## src/rtl/int_arbiter.sv

```systemverilog
// Fixed-priority 4-source interrupt arbiter with edge-latched pending bits and a request/ack/return handshake.
// Define INT_ARBITER_NEST_EN to let a higher-priority source preempt one already in service.
module int_arbiter #(
    parameter logic [7:0] VEC0 = 8'd19,
    parameter logic [7:0] VEC1 = 8'd34,
    parameter logic [7:0] VEC2 = 8'd49,
    parameter logic [7:0] VEC3 = 8'd64
) (
    input  logic        clk,
    input  logic        rst,
    input  logic [3:0]  irq_in,
    input  logic        cfg_we,
    input  logic [15:0] cfg_wdata,
    output logic [15:0] cfg_rdata,
    output logic        int_req,
    input  logic        int_ack,
    output logic [7:0]  int_vec,
    output logic [1:0]  int_id,
    input  logic        int_ret,
    output logic [3:0]  in_service
);

    localparam int unsigned NSRC = 4;

    typedef enum logic [1:0] {
        ST_IDLE    = 2'd0,
        ST_REQ     = 2'd1,
        ST_SERVICE = 2'd2
    } state_t;

    state_t            state_q, state_d;
    logic [NSRC-1:0]   irq_d_q;
    logic [NSRC-1:0]   pending_q, pending_d;
    logic [NSRC-1:0]   en_q, en_d;
    logic              glob_en_q, glob_en_d;
    logic [NSRC-1:0]   in_service_q, in_service_d;
    logic              int_req_q, int_req_d;
    logic [1:0]        int_id_q, int_id_d;
    logic [7:0]        int_vec_q, int_vec_d;

    logic [NSRC-1:0]   edge_c;
    logic [NSRC-1:0]   cand_c;
    logic [NSRC-1:0]   isv_after_ret_c;
`ifdef INT_ARBITER_NEST_EN
    logic [NSRC-1:0]   above_mask_c;
`endif
    logic              unused_cfg_c;

    function automatic logic [1:0] lowest_idx(input logic [NSRC-1:0] v);
        logic [1:0] r;
        r = 2'd0;
        for (int i = NSRC - 1; i >= 0; i--) begin
            if (v[i]) r = 2'(i);
        end
        return r;
    endfunction

    function automatic logic [7:0] vec_of(input logic [1:0] id);
        logic [7:0] r;
        case (id)
            2'd0:    r = VEC0;
            2'd1:    r = VEC1;
            2'd2:    r = VEC2;
            default: r = VEC3;
        endcase
        return r;
    endfunction

    assign edge_c          = irq_in & ~irq_d_q;
    assign cand_c          = pending_q & en_q & {NSRC{glob_en_q}};
    // Clearing the lowest set bit retires the most recently nested service.
    assign isv_after_ret_c = in_service_q & (in_service_q - 4'd1);
`ifdef INT_ARBITER_NEST_EN
    // Sources strictly above (lower index than) the lowest in-service bit.
    assign above_mask_c    = (in_service_q & (~in_service_q + 4'd1)) - 4'd1;
`endif
    assign unused_cfg_c    = ^{cfg_wdata[14:12], cfg_wdata[7:4]};

    // Next-state and handshake decode.
    always_comb begin
        state_d      = state_q;
        pending_d    = pending_q;
        en_d         = en_q;
        glob_en_d    = glob_en_q;
        in_service_d = in_service_q;
        int_id_d     = int_id_q;
        int_vec_d    = int_vec_q;

        if (cfg_we) begin
            glob_en_d = cfg_wdata[15];
            en_d      = cfg_wdata[11:8];
            pending_d = pending_d & ~cfg_wdata[3:0];
        end

        case (state_q)
            ST_IDLE: begin
                if (|cand_c) begin
                    state_d   = ST_REQ;
                    int_id_d  = lowest_idx(cand_c);
                    int_vec_d = vec_of(lowest_idx(cand_c));
                end
            end
            ST_REQ: begin
                if (int_ack) begin
                    pending_d[int_id_q]    = 1'b0;
                    in_service_d[int_id_q] = 1'b1;
                    state_d                = ST_SERVICE;
                end else if (!cand_c[int_id_q]) begin
                    // Withdrawn request: resume any interrupted service.
                    state_d = (|in_service_q) ? ST_SERVICE : ST_IDLE;
                end
            end
            ST_SERVICE: begin
                if (int_ret && (|in_service_q)) begin
                    in_service_d = isv_after_ret_c;
                    if (isv_after_ret_c == '0) state_d = ST_IDLE;
                end
`ifdef INT_ARBITER_NEST_EN
                else if (|(cand_c & above_mask_c)) begin
                    state_d   = ST_REQ;
                    int_id_d  = lowest_idx(cand_c & above_mask_c);
                    int_vec_d = vec_of(lowest_idx(cand_c & above_mask_c));
                end
`endif
            end
            default: state_d = ST_IDLE;
        endcase

        // A fresh edge always wins over W1C or ack clears in the same cycle.
        pending_d = pending_d | edge_c;
        int_req_d = (state_d == ST_REQ);
    end

    always_ff @(posedge clk or posedge rst) begin
        if (rst) begin
            state_q      <= ST_IDLE;
            irq_d_q      <= '0;
            pending_q    <= '0;
            en_q         <= '0;
            glob_en_q    <= 1'b0;
            in_service_q <= '0;
            int_req_q    <= 1'b0;
            int_id_q     <= 2'd0;
            int_vec_q    <= VEC0;
        end else begin
            state_q      <= state_d;
            irq_d_q      <= irq_in;
            pending_q    <= pending_d;
            en_q         <= en_d;
            glob_en_q    <= glob_en_d;
            in_service_q <= in_service_d;
            int_req_q    <= int_req_d;
            int_id_q     <= int_id_d;
            int_vec_q    <= int_vec_d;
        end
    end

    assign cfg_rdata  = {glob_en_q, 3'b000, en_q, in_service_q, pending_q};
    assign int_req    = int_req_q;
    assign int_id     = int_id_q;
    assign int_vec    = int_vec_q;
    assign in_service = in_service_q;

endmodule

```

## config.mk

```make
export PLATFORM = sky130hd
export DESIGN_NAME = int_arbiter
export DESIGN_NICKNAME = d
export VERILOG_FILES = /design/src/rtl/int_arbiter.sv
export SDC_FILE = /design/constraint.sdc
export NUM_CORES = 1
export LEC_CHECK = 0
export CELL_PAD_IN_SITES_DETAIL_PLACEMENT = 1
export CELL_PAD_IN_SITES_GLOBAL_PLACEMENT = 1
export CORE_MARGIN = 2
export CORE_UTILIZATION = 34
export DETAILED_ROUTE_END_ITERATION = 6
export GPL_TIMING_DRIVEN = 0
export PLACE_DENSITY = 0.85
export REMOVE_ABC_BUFFERS = 1
export SYNTH_ARGS = -nofsm -noshare
export SYNTH_HDL_FRONTEND = slang
export SYNTH_SLANG_ARGS = --single-unit
export TNS_END_PERCENT = 1
```

## constraint.sdc

```tcl
create_clock -name clk -period 2.3 [get_ports clk]
set_input_delay 0.575 -clock clk [delete_from_list [all_inputs] [get_ports clk]]
set_output_delay 0.575 -clock clk [all_outputs]
set_load 0.005 [all_outputs]
```

# == Word-level counts from Yosys, hierarchy flattened ==
# Cells that the tools add are included.
# op_classes
add_sub_neg,1
magnitude_cmp,2
eq_ne,7
muxes,24
bitwise_logic,11
n_reduce_logical,10
# op_table
cell,n
AND 4 bit,6
2-to-1 mux 2 bit,12
one-hot mux 7 bit (3 select lines),1
2-to-1 mux 4 bit,5
NOT 4 bit,3
OR 4 bit,2
one-hot mux 4 bit (2 select lines),1
OR reduction 4 bit,2
"equality test 2 x 1 -> 1 bit, second input constant",3
one-hot mux 2 bit (3 select lines),1
"equality test 2 bit, second input constant",2
logical NOT 2 bit,2
logical NOT 4 bit,1
"inequality test 2 bit, second input constant",2
"subtractor 4 x 1 -> 4 bit, second input constant",1
"< comparator 2 x 3 -> 1 bit, second input constant",1
AND reduction 3 bit,1
binary-select mux 1 bit (select 2 bit),1
demux 1 bit (select 2 bit),1
"greater-or-equal comparator 2 x 1 -> 1 bit, second input constant",1
logical AND 1 bit,2
2-to-1 mux 1 bit,2
AND reduction 2 bit,1
nonzero test 2 bit,1
# word_totals
reg_bits,30
inputBits,25
out_inout_bits,31
wordCells,64

# == Longest topological paths before layout ==
# Gate-level depths: netlist of the first run.
# depth
word_depth,10
mapped_depth,8
mapped_depth_nobuf,8

# == Worst setup path after synthesis of the first run ==
# Ideal clock, no wire load.
# synth_path
path_kind,reg-to-reg
from,reg pending_q[2]
to,reg int_vec_q[1] (netlist: int_vec[1])
setup_ns,0.082
t_arrival_ns,1.412
required_time_ns,2.218
slack_ns,0.805
path_stages_with_launch,9
n_path_buf,0
period_less_slack_ns,1.495
cell_sequence,dfrtp_1 nand2_1 a32o_1 nand3_1 inv_1 ha_1 nor2_1 nor2_1 mux2_2
# synth_via
elab_chain_len,9
word_cells_on_any_way,13
cone_classes,2 x eq/ne; 6 x mux; 2 x bitwise; 3 x reduce/logical
# synth_lines
item,line,source
"start, declared",33,"logic [NSRC-1:0] pending_q, pending_d;"
"start signal, assigned",148,pending_q <= pending_d;
AND 4 bit (*) (2 in a row),70,assign cand_c = pending_q & en_q & {NSRC{glob_en_q}};
2-to-1 mux 2 bit (3 in a row),53,if (v[i]) r = 2'(i);
2-to-1 mux 2 bit,97,if (|cand_c) begin
2-to-1 mux 2 bit,95,case (state_q)
equality test 2 bit (tied with other cells),60,case (id)
one-hot mux 7 bit (3 select lines),60,
"end signal, assigned",154,int_vec_q <= int_vec_d;
"end, declared",39,"logic [7:0] int_vec_q, int_vec_d;"
# Every way passes the cells marked *; elsewhere a longest branch is shown, timed or not. The select of a mux whose other input is x is not followed.
# A chain may end at the register's enable or synchronous reset.

# == Final worst setup path of the first run ==
# layout_path
from,reg in_service_q[0] (netlist: in_service[0])
to,out cfg_rdata[4]
# layout_rtl
item,line,source
"start, declared",36,"logic [NSRC-1:0] in_service_q, in_service_d;"
"start signal, assigned",151,in_service_q <= in_service_d;
"end, declared",14,"output logic [15:0] cfg_rdata,"
# No word-level cell between the ends.

==> flow_results.xml, run 1 <==
<?xml version="1.0" encoding="UTF-8"?>
<metrics>
  <group name="floorplan">
    <metric name="placementRows" unit="">22</metric>
    <metric name="core-area" unit="µm²">3690</metric>
    <metric name="die_w" unit="µm">66.2</metric>
    <metric name="start_util" unit="%">35.6</metric>
    <metric name="die_h" unit="µm">66.2</metric>
    <metric name="boundaryPins" unit="">56</metric>
    <metric name="die_area" unit="µm²">4380</metric>
  </group>
  <group name="critical_path">
    <metric name="timing.critical_path.from_type" unit="">flip-flop</metric>
    <metric name="reg2reg_to" unit="">int_vec[1]$_DFFE_PP1P_</metric>
    <metric name="cp-end-kind" unit="">primary output</metric>
    <metric name="worst_r2r_path_depth" unit="">8</metric>
    <metric name="timing.critical_path.slowest_stage_cell" unit="">sky130_fd_sc_hd__clkdlybuf4s50_1</metric>
    <metric name="worstPathCellList" unit="">clkdlybuf4s50_1</metric>
    <metric name="worstSetupPathType" unit="">reg -&gt; out</metric>
    <metric name="timing.critical_path.required" unit="ns">1.73</metric>
    <metric name="reg2reg_slack" unit="ns">0.55</metric>
    <metric name="max_stage_delay" unit="ns">0.57</metric>
    <metric name="cp_data_arrival_time" unit="ns">1.36</metric>
    <metric name="worst_r2r_startpoint" unit="">en_q[2]$_DFFE_PP0P_</metric>
    <metric name="timing.critical_path.max_delay_family" unit="">buffers and inverters</metric>
    <metric name="worstPathMaxFanout" unit="">10</metric>
    <metric name="timing.critical_path.buf_inv" unit="">1</metric>
  </group>
  <group name="place">
    <metric name="routabilityCongestion" unit="">0.782</metric>
    <metric name="post-place-ws" unit="ns">0.463</metric>
    <metric name="port_buffers" unit="">42</metric>
    <metric name="detailedPlacementHpwl" unit="mm">2.40</metric>
  </group>
  <group name="final_layout">
    <metric name="area_occupied_by_multi_input_gates" unit="µm²">537</metric>
    <metric name="antenna_diode_instance_count" unit="">0</metric>
    <metric name="finish.utilization" unit="%">47.4</metric>
    <metric name="layout.cells.most_common" unit="">sky130_fd_sc_hd__clkdlybuf4s50_1</metric>
    <metric name="seqCellArea" unit="µm²">653</metric>
    <metric name="layout.filler_cells" unit="">429</metric>
    <metric name="layout_common_cells" unit="">sky130_fd_sc_hd__clkdlybuf4s50_1 (42), sky130_fd_sc_hd__dfrtp_1 (24), sky130_fd_sc_hd__nand2_1 (13)</metric>
    <metric name="final_net_count" unit="">187</metric>
    <metric name="area.growth.synth_to_final" unit="%">33.1</metric>
    <metric name="final_layout_size_suffix_gt1_share" unit="%">13.3</metric>
  </group>
  <group name="detailed_routing">
    <metric name="antenna_left" unit="">0</metric>
    <metric name="num_vias" unit="">1020</metric>
    <metric name="routed_wirelength" unit="mm">3.26</metric>
    <metric name="firstDrtPassIters" unit="">4</metric>
    <metric name="wl_per_cell" unit="µm">15.8</metric>
    <metric name="detail_route.vias_per_cell" unit="">4.95</metric>
    <metric name="drtIter0Drc" unit="">38</metric>
    <metric name="drcViolationCount" unit="">0</metric>
  </group>
  <group name="clocking">
    <metric name="htreeDepth" unit="">1</metric>
    <metric name="number_of_buffers_on_the_longest_clock_path" unit="">2</metric>
    <metric name="root_buffer_selected_by_cts" unit="">sky130_fd_sc_hd__clkbuf_8</metric>
    <metric name="clk_pin_slew" unit="ns">0.10</metric>
    <metric name="clkSinkCount" unit="">26</metric>
    <metric name="inserted_clock_buffers" unit="">3</metric>
    <metric name="postCtsHoldBufs" unit="">0</metric>
    <metric name="cts.repair_timing.setup_buffer_count" unit="">0</metric>
    <metric name="postCtsResizedCells" unit="">0</metric>
    <metric name="tritoncts_clock_tree" unit="">built</metric>
    <metric name="worst_skew_pair.late_latency" unit="ns">0.27</metric>
  </group>
  <group name="min_path">
    <metric name="hold_path_depth" unit="">1</metric>
    <metric name="min_to" unit="">pending_q[2]$_DFF_PP0_</metric>
    <metric name="hold_crit_class" unit="">reg -&gt; reg</metric>
    <metric name="hold_start" unit="">irq_d_q[2]$_DFF_PP0_</metric>
  </group>
  <group name="synth">
    <metric name="syn_area_per_cell" unit="µm²">10.9</metric>
    <metric name="post_synth_instance_area" unit="µm²">1310</metric>
    <metric name="synth-warning-count" unit="">0</metric>
    <metric name="synthCells" unit="">121</metric>
    <metric name="synth_cell_types" unit="">41</metric>
    <metric name="synth.ff_latch_count" unit="">26</metric>
    <metric name="synth.yosys.seq_area_share" unit="%">49.7</metric>
  </group>
  <group name="timing">
    <metric name="final_cycle_utilization_of_the_critical_path" unit="%">84.2</metric>
    <metric name="post-route-worst-setup-slack" unit="ns">0.364</metric>
    <metric name="worst_pin_slew" unit="ns">1.03</metric>
    <metric name="finalSetupViolCount" unit="">0</metric>
    <metric name="finalHoldViolations" unit="">0</metric>
    <metric name="slew-limit-headroom" unit="%">31.3</metric>
    <metric name="fin_tns_setup" unit="ns">0</metric>
    <metric name="worst_clock_skew" unit="ns">0.0107</metric>
    <metric name="worst_hold_slack" unit="ns">0.436</metric>
    <metric name="final_period_minus_worst_setup_slack" unit="ns">1.94</metric>
    <metric name="grt_setup_unrepaired" unit="">false</metric>
    <metric name="clock.fmax" unit="GHz">0.516</metric>
    <metric name="final-max-slew-violation-count" unit="">0</metric>
  </group>
  <group name="power">
    <metric name="max-vdd-ir-drop" unit="mV">0.359</metric>
    <metric name="p_per_area" unit="nW/µm²">1010</metric>
    <metric name="post-layout-total-power" unit="W">0.00177</metric>
    <metric name="cellLeakagePower" unit="nW">0.771</metric>
  </group>
  <group name="global_routing">
    <metric name="groute.layer.met3.usage" unit="%">3.07</metric>
    <metric name="gr-max-usage-layer" unit="">met2</metric>
    <metric name="gr-usage-all-layers" unit="%">15.5</metric>
    <metric name="antenna_found_initial" unit="">0</metric>
    <metric name="grt_pass1_wl" unit="mm">5.20</metric>
    <metric name="grt_max_degree" unit="">27</metric>
    <metric name="use_met1" unit="%">19.9</metric>
    <metric name="globalRouteOverflowTotal" unit="">0</metric>
    <metric name="grtUsageMet2" unit="%">26.3</metric>
    <metric name="grt_pass1_vias" unit="">1080</metric>
  </group>
  <group name="status">
    <metric name="status" unit="">finished clean</metric>
  </group>
  <group name="run">
    <metric name="cap_viol_max_count" unit="">0</metric>
  </group>
</metrics>
-- worst max path at each step --
stage,cells past startpoint,from,slack (ns),to
2_1_floorplan,8,pending_q[2]$_DFF_PP0_,0.81,int_vec[1]$_DFFE_PP1P_
3_3_place_gp,2,rst,0.53,irq_d_q[1]$_DFF_PP0_
4_1_cts,1,in_service[2]$_DFFE_PP0P_,0.37,cfg_rdata[6]
6_report,1,in_service[0]$_DFFE_PP0P_,0.36,cfg_rdata[4]
3_5_place_dp,2,rst,0.46,in_service[0]$_DFFE_PP0P_
5_1_grt,1,in_service[0]$_DFFE_PP0P_,0.29,cfg_rdata[4]
-- cell type report --
class | instances | share of cell area [%]
Clock buffer | 4 | 2.58
Tap cell | 48 | 3.43
Sequential cell | 26 | 37.3
Inverter | 9 | 1.93
Timing Repair Buffer | 42 | 24.0
Multi-Input combinational cell | 77 | 30.7
-- state kept, by name, indices dropped and copies added (netlist names) --
signal      count
in_service      4
state_q         2
irq_d_q         4
pending_q       4
int_req         1
int_vec         4
glob_en_q       1
en_q            4
int_id          2
-- cells in the mapped netlist (all sizes together) --
master	number	area (µm²)
dfrtp	24	601
buf	13	105
nand2	13	48.8
mux2	10	113
inv	9	33.8
o21ai	6	33.8
nand3	5	30.0
nor2	5	18.8
ha	3	37.5
a21boi	2	15.0
a21oi	2	10.0
dfstp	2	52.6
nand3b	2	15.0
nor2b	2	15.0
nor4b	2	17.5
o22ai	2	12.5
a211oi	1	7.51
a22oi	1	7.51
a32o	1	10.0
and3	1	6.26
and3b	1	8.76
clkbuf	1	3.75
conb	1	3.75
mux4	1	22.5
nand2b	1	6.26
nand4	1	6.26
nor3	1	5.00
o21a	1	7.51
o22a	1	8.76
o311ai	1	8.76
o31ai	1	7.51
o41ai	1	8.76
or3	1	6.26
or4	1	11.3
xor2	1	8.76
-- cell families after synthesis --
logic type	synth area share, %
fa+ha+maj	2.86
buf+inv	10.9
flops	49.7
other cells	0.285
compound gates	10.5
simple gates	14.9
mux	10.3
xor+xnor	0.667
-- where the power goes --
part	leakage (nW)	switching, W	internal [W]
Combinational	0.433	0.000299	0.000455
Clock	0.0228	0.000141	0.000124
Sequential	0.315	0.000165	0.000588
Total	0.771	0.000606	0.00117
-- worst register-to-register path, stage by stage (launching register included) --
cell and delay (ns):
sky130_fd_sc_hd__dfrtp_1 0.39, sky130_fd_sc_hd__nand2_1 0.11, sky130_fd_sc_hd__a32o_1 0.28, sky130_fd_sc_hd__nand3_1 0.16, sky130_fd_sc_hd__inv_1 0.10, sky130_fd_sc_hd__ha_1 0.20, sky130_fd_sc_hd__nor2_1 0.13, sky130_fd_sc_hd__nor2_1 0.05
sky130_fd_sc_hd__mux2_2 0.25
-- through the flow --
stage / std cells / cell area (µm²)
floorplan: 112 / 1220
global placement: 202 / 1700
detailed placement: 202 / 1700
CTS: 206 / 1750
global route: 206 / 1750
finish: 206 / 1750
-- routing by layer --
layer  wire (µm)  part of all wire (%)
met5           0                     0
met4          34                   1.0
met3         167                   5.1
met2        1670                    51
met1        1390                    43
Note: power is estimated with default switching activity, not from simulation.
==> run 2: changes to the inputs <==
--- a/config.mk
+++ b/config.mk
@@ -8,10 +8,10 @@
 export CELL_PAD_IN_SITES_DETAIL_PLACEMENT = 1
 export CELL_PAD_IN_SITES_GLOBAL_PLACEMENT = 1
 export CORE_MARGIN = 2
-export CORE_UTILIZATION = 34
+export CORE_UTILIZATION = 28
 export DETAILED_ROUTE_END_ITERATION = 6
 export GPL_TIMING_DRIVEN = 0
-export PLACE_DENSITY = 0.85
+export PLACE_DENSITY = 0.75
 export REMOVE_ABC_BUFFERS = 1
 export SYNTH_ARGS = -nofsm -noshare
 export SYNTH_HDL_FRONTEND = slang
==> constraint.sdc (replaced) <==
create_clock -name clk -period 1.75 [get_ports clk]
set_input_delay 0.4375 -clock clk [delete_from_list [all_inputs] [get_ports clk]]
set_output_delay 0.4375 -clock clk [all_outputs]
set_load 0.005 [all_outputs]
==> flow_results.xml, run 2 (synthesized netlist as in run 1, its figures left out) <==
<?xml version="1.0" encoding="UTF-8"?>
<metrics>
  <group name="timing">
    <metric name="finalHoldViolations" unit="">0</metric>
    <metric name="final_period_minus_worst_setup_slack" unit="ns">1.70</metric>
    <metric name="final_cycle_utilization_of_the_critical_path" unit="%">97.0</metric>
    <metric name="fin_tns_setup" unit="ns">0</metric>
    <metric name="worst_pin_slew" unit="ns">1.01</metric>
    <metric name="clock.fmax" unit="GHz">0.589</metric>
    <metric name="worst_clock_skew" unit="ns">0.00305</metric>
    <metric name="slew-limit-headroom" unit="%">32.7</metric>
    <metric name="final-max-slew-violation-count" unit="">0</metric>
    <metric name="finalSetupViolCount" unit="">0</metric>
  </group>
  <group name="critical_path">
    <metric name="timing.critical_path.required" unit="ns">1.31</metric>
    <metric name="cp_data_arrival_time" unit="ns">1.26</metric>
    <metric name="cp-end-kind" unit="">primary output</metric>
    <metric name="worstSetupPathType" unit="">reg -&gt; out</metric>
    <metric name="max_stage_delay" unit="ns">0.53</metric>
    <metric name="worstPathMaxFanout" unit="">9</metric>
    <metric name="timing.critical_path.slowest_stage_cell" unit="">sky130_fd_sc_hd__clkdlybuf4s50_1</metric>
    <metric name="timing.critical_path.from_type" unit="">flip-flop</metric>
    <metric name="timing.critical_path.max_delay_family" unit="">buffers and inverters</metric>
    <metric name="timing.critical_path.buf_inv" unit="">1</metric>
    <metric name="worstPathCellList" unit="">clkdlybuf4s50_1</metric>
  </group>
  <group name="detailed_routing">
    <metric name="wl_per_cell" unit="µm">15.4</metric>
    <metric name="routed_wirelength" unit="mm">3.24</metric>
    <metric name="firstDrtPassIters" unit="">4</metric>
    <metric name="antenna_left" unit="">0</metric>
    <metric name="drcViolationCount" unit="">0</metric>
    <metric name="drtIter0Drc" unit="">19</metric>
    <metric name="num_vias" unit="">1013</metric>
    <metric name="detail_route.vias_per_cell" unit="">4.82</metric>
  </group>
  <group name="power">
    <metric name="share_comb_of_total_power" unit="%">41.1</metric>
    <metric name="power_switching_share" unit="%">33.3</metric>
    <metric name="p_per_area" unit="nW/µm²">1320</metric>
    <metric name="cellLeakagePower" unit="nW">0.767</metric>
    <metric name="pwr-share-clk" unit="%">16.8</metric>
    <metric name="net-switching-power" unit="W">0.000782</metric>
    <metric name="internal_portion_of_total_power" unit="W">0.00157</metric>
    <metric name="max-vdd-ir-drop" unit="mV">0.507</metric>
    <metric name="reg_power_share" unit="%">42.1</metric>
  </group>
  <group name="final_layout">
    <metric name="seqCellArea" unit="µm²">662</metric>
    <metric name="layout_common_cells" unit="">sky130_fd_sc_hd__clkdlybuf4s50_1 (39), sky130_fd_sc_hd__dfrtp_1 (17), sky130_fd_sc_hd__nand2_1 (13)</metric>
    <metric name="area_occupied_by_multi_input_gates" unit="µm²">546</metric>
    <metric name="final_net_count" unit="">187</metric>
    <metric name="layout.cells.most_common" unit="">sky130_fd_sc_hd__clkdlybuf4s50_1</metric>
    <metric name="antenna_diode_instance_count" unit="">0</metric>
    <metric name="layout.filler_cells" unit="">487</metric>
    <metric name="area.growth.synth_to_final" unit="%">35.3</metric>
    <metric name="finalNonFillerCells" unit="">210</metric>
    <metric name="final_layout_size_suffix_gt1_share" unit="%">19.6</metric>
  </group>
  <group name="floorplan">
    <metric name="start_util" unit="%">29.6</metric>
    <metric name="boundaryPins" unit="">56</metric>
    <metric name="die_w" unit="µm">72.5</metric>
    <metric name="placementRows" unit="">24</metric>
    <metric name="core-area" unit="µm²">4440</metric>
    <metric name="die_h" unit="µm">72.5</metric>
    <metric name="die_area" unit="µm²">5260</metric>
  </group>
  <group name="clocking">
    <metric name="tritoncts_clock_tree" unit="">built</metric>
    <metric name="number_of_buffers_on_the_longest_clock_path" unit="">2</metric>
    <metric name="clkSinkCount" unit="">26</metric>
    <metric name="htreeDepth" unit="">1</metric>
    <metric name="postCtsHoldBufs" unit="">0</metric>
    <metric name="worst_skew_pair.late_latency" unit="ns">0.27</metric>
    <metric name="inserted_clock_buffers" unit="">3</metric>
    <metric name="cts.repair_timing.setup_buffer_count" unit="">0</metric>
    <metric name="root_buffer_selected_by_cts" unit="">sky130_fd_sc_hd__clkbuf_8</metric>
    <metric name="clk_pin_slew" unit="ns">0.09</metric>
  </group>
  <group name="global_routing">
    <metric name="grt_pass1_vias" unit="">1102</metric>
    <metric name="antenna_found_initial" unit="">0</metric>
    <metric name="gr-usage-all-layers" unit="%">13.1</metric>
    <metric name="grt_max_degree" unit="">27</metric>
    <metric name="grt_pass1_wl" unit="mm">5.33</metric>
    <metric name="globalRouteOverflowTotal" unit="">0</metric>
  </group>
  <group name="place">
    <metric name="port_buffers" unit="">42</metric>
    <metric name="numPlacedInstances" unit="">206</metric>
    <metric name="detailedPlacementHpwl" unit="mm">2.52</metric>
    <metric name="routabilityCongestion" unit="">0.752</metric>
  </group>
  <group name="run">
    <metric name="cap_viol_max_count" unit="">0</metric>
  </group>
  <group name="status">
    <metric name="status" unit="">finished clean</metric>
  </group>
  <group name="min_path">
    <metric name="hold_crit_class" unit="">reg -&gt; reg</metric>
  </group>
</metrics>
[run 2: cell types whose count changed in the layout (fill, tap and decap cells not counted), moves of 3 or more]
cell / previous run / this run
sky130_fd_sc_hd__dfrtp_1: 24 / 17
sky130_fd_sc_hd__dfrtp_2: 0 / 7
sky130_fd_sc_hd__clkdlybuf4s50_1: 42 / 39
sky130_fd_sc_hd__dlygate4sd2_1: 0 / 3
[run 2: power groups by stage]
stage / combinational [W] / sequential (W) / clock [W]
3_5_place_dp: 0.000993 / 0.000993 / 0
4_1_cts: 0.000977 / 0.000991 / 0.000405
3_3_place_gp: 0.000956 / 0.000977 / 0
6_report: 0.000966 / 0.000989 / 0.000394
2_1_floorplan: 0.000459 / 0.000967 / 0
5_1_grt: 0.00106 / 0.00103 / 0.000434
[run 2: cell type report]
cell class / count / area share (%)
clock buffers: 4 / 3.10
inverters: 9 / 1.90
multi-input cells: 77 / 30.7
flip-flops and latches: 26 / 37.2
well taps: 52 / 3.66
repair buffers: 42 / 23.4
[run 2: per-layer routing]
layer | global-route usage [%] | vias to the layer above | share of wire (%)
li1 | - | 479 | -
met1 | 16.9 | 499 | 43
met2 | 23.5 | 33 | 53
met3 | 1.25 | 2 | 3.3
met4 | 3.09 | 0 | 0.86
met5 | 0 | - | 0
[run 2: final timing paths]
check                                           from                      to  slack (ns)  cells after the start
min                             irq_d_q[3]$_DFF_PP0_  pending_q[3]$_DFF_PP0_        0.44                      1
min reg2reg                     irq_d_q[3]$_DFF_PP0_  pending_q[3]$_DFF_PP0_        0.44                      1
max reg2reg                      en_q[2]$_DFFE_PP0P_  int_vec[1]$_DFFE_PP1P_        0.12                      8
max in group asynchronous                        rst   int_id[0]$_DFFE_PP0P_        0.36                      2
max                        in_service[2]$_DFFE_PP0P_           in_service[2]        0.05                      1
min in group asynchronous                        rst  int_vec[5]$_DFFE_PP0P_        0.71                      2
[run 2: repair_timing]
action | in CTS | in global routing
resized for setup | 9 | 3
setup endpoints to repair | 12 | 2
pin swaps | 0 | 0
[run 2: metrics by stage]
stage	total power [W]	hold WS (ns)	cell area, µm²	setup slack (ns)	utilization [%]
floorplan	0.00143	0.400	1220	0.255	-
global placement	0.00193	0.406	1710	0.0975	38.5
detailed placement	0.00199	0.419	1710	0.0528	38.5
CTS	0.00237	0.443	1770	0.0421	39.8
global route	0.00252	0.474	1780	-0.0135	40.0
finish	0.00235	0.437	1780	0.0533	40.0
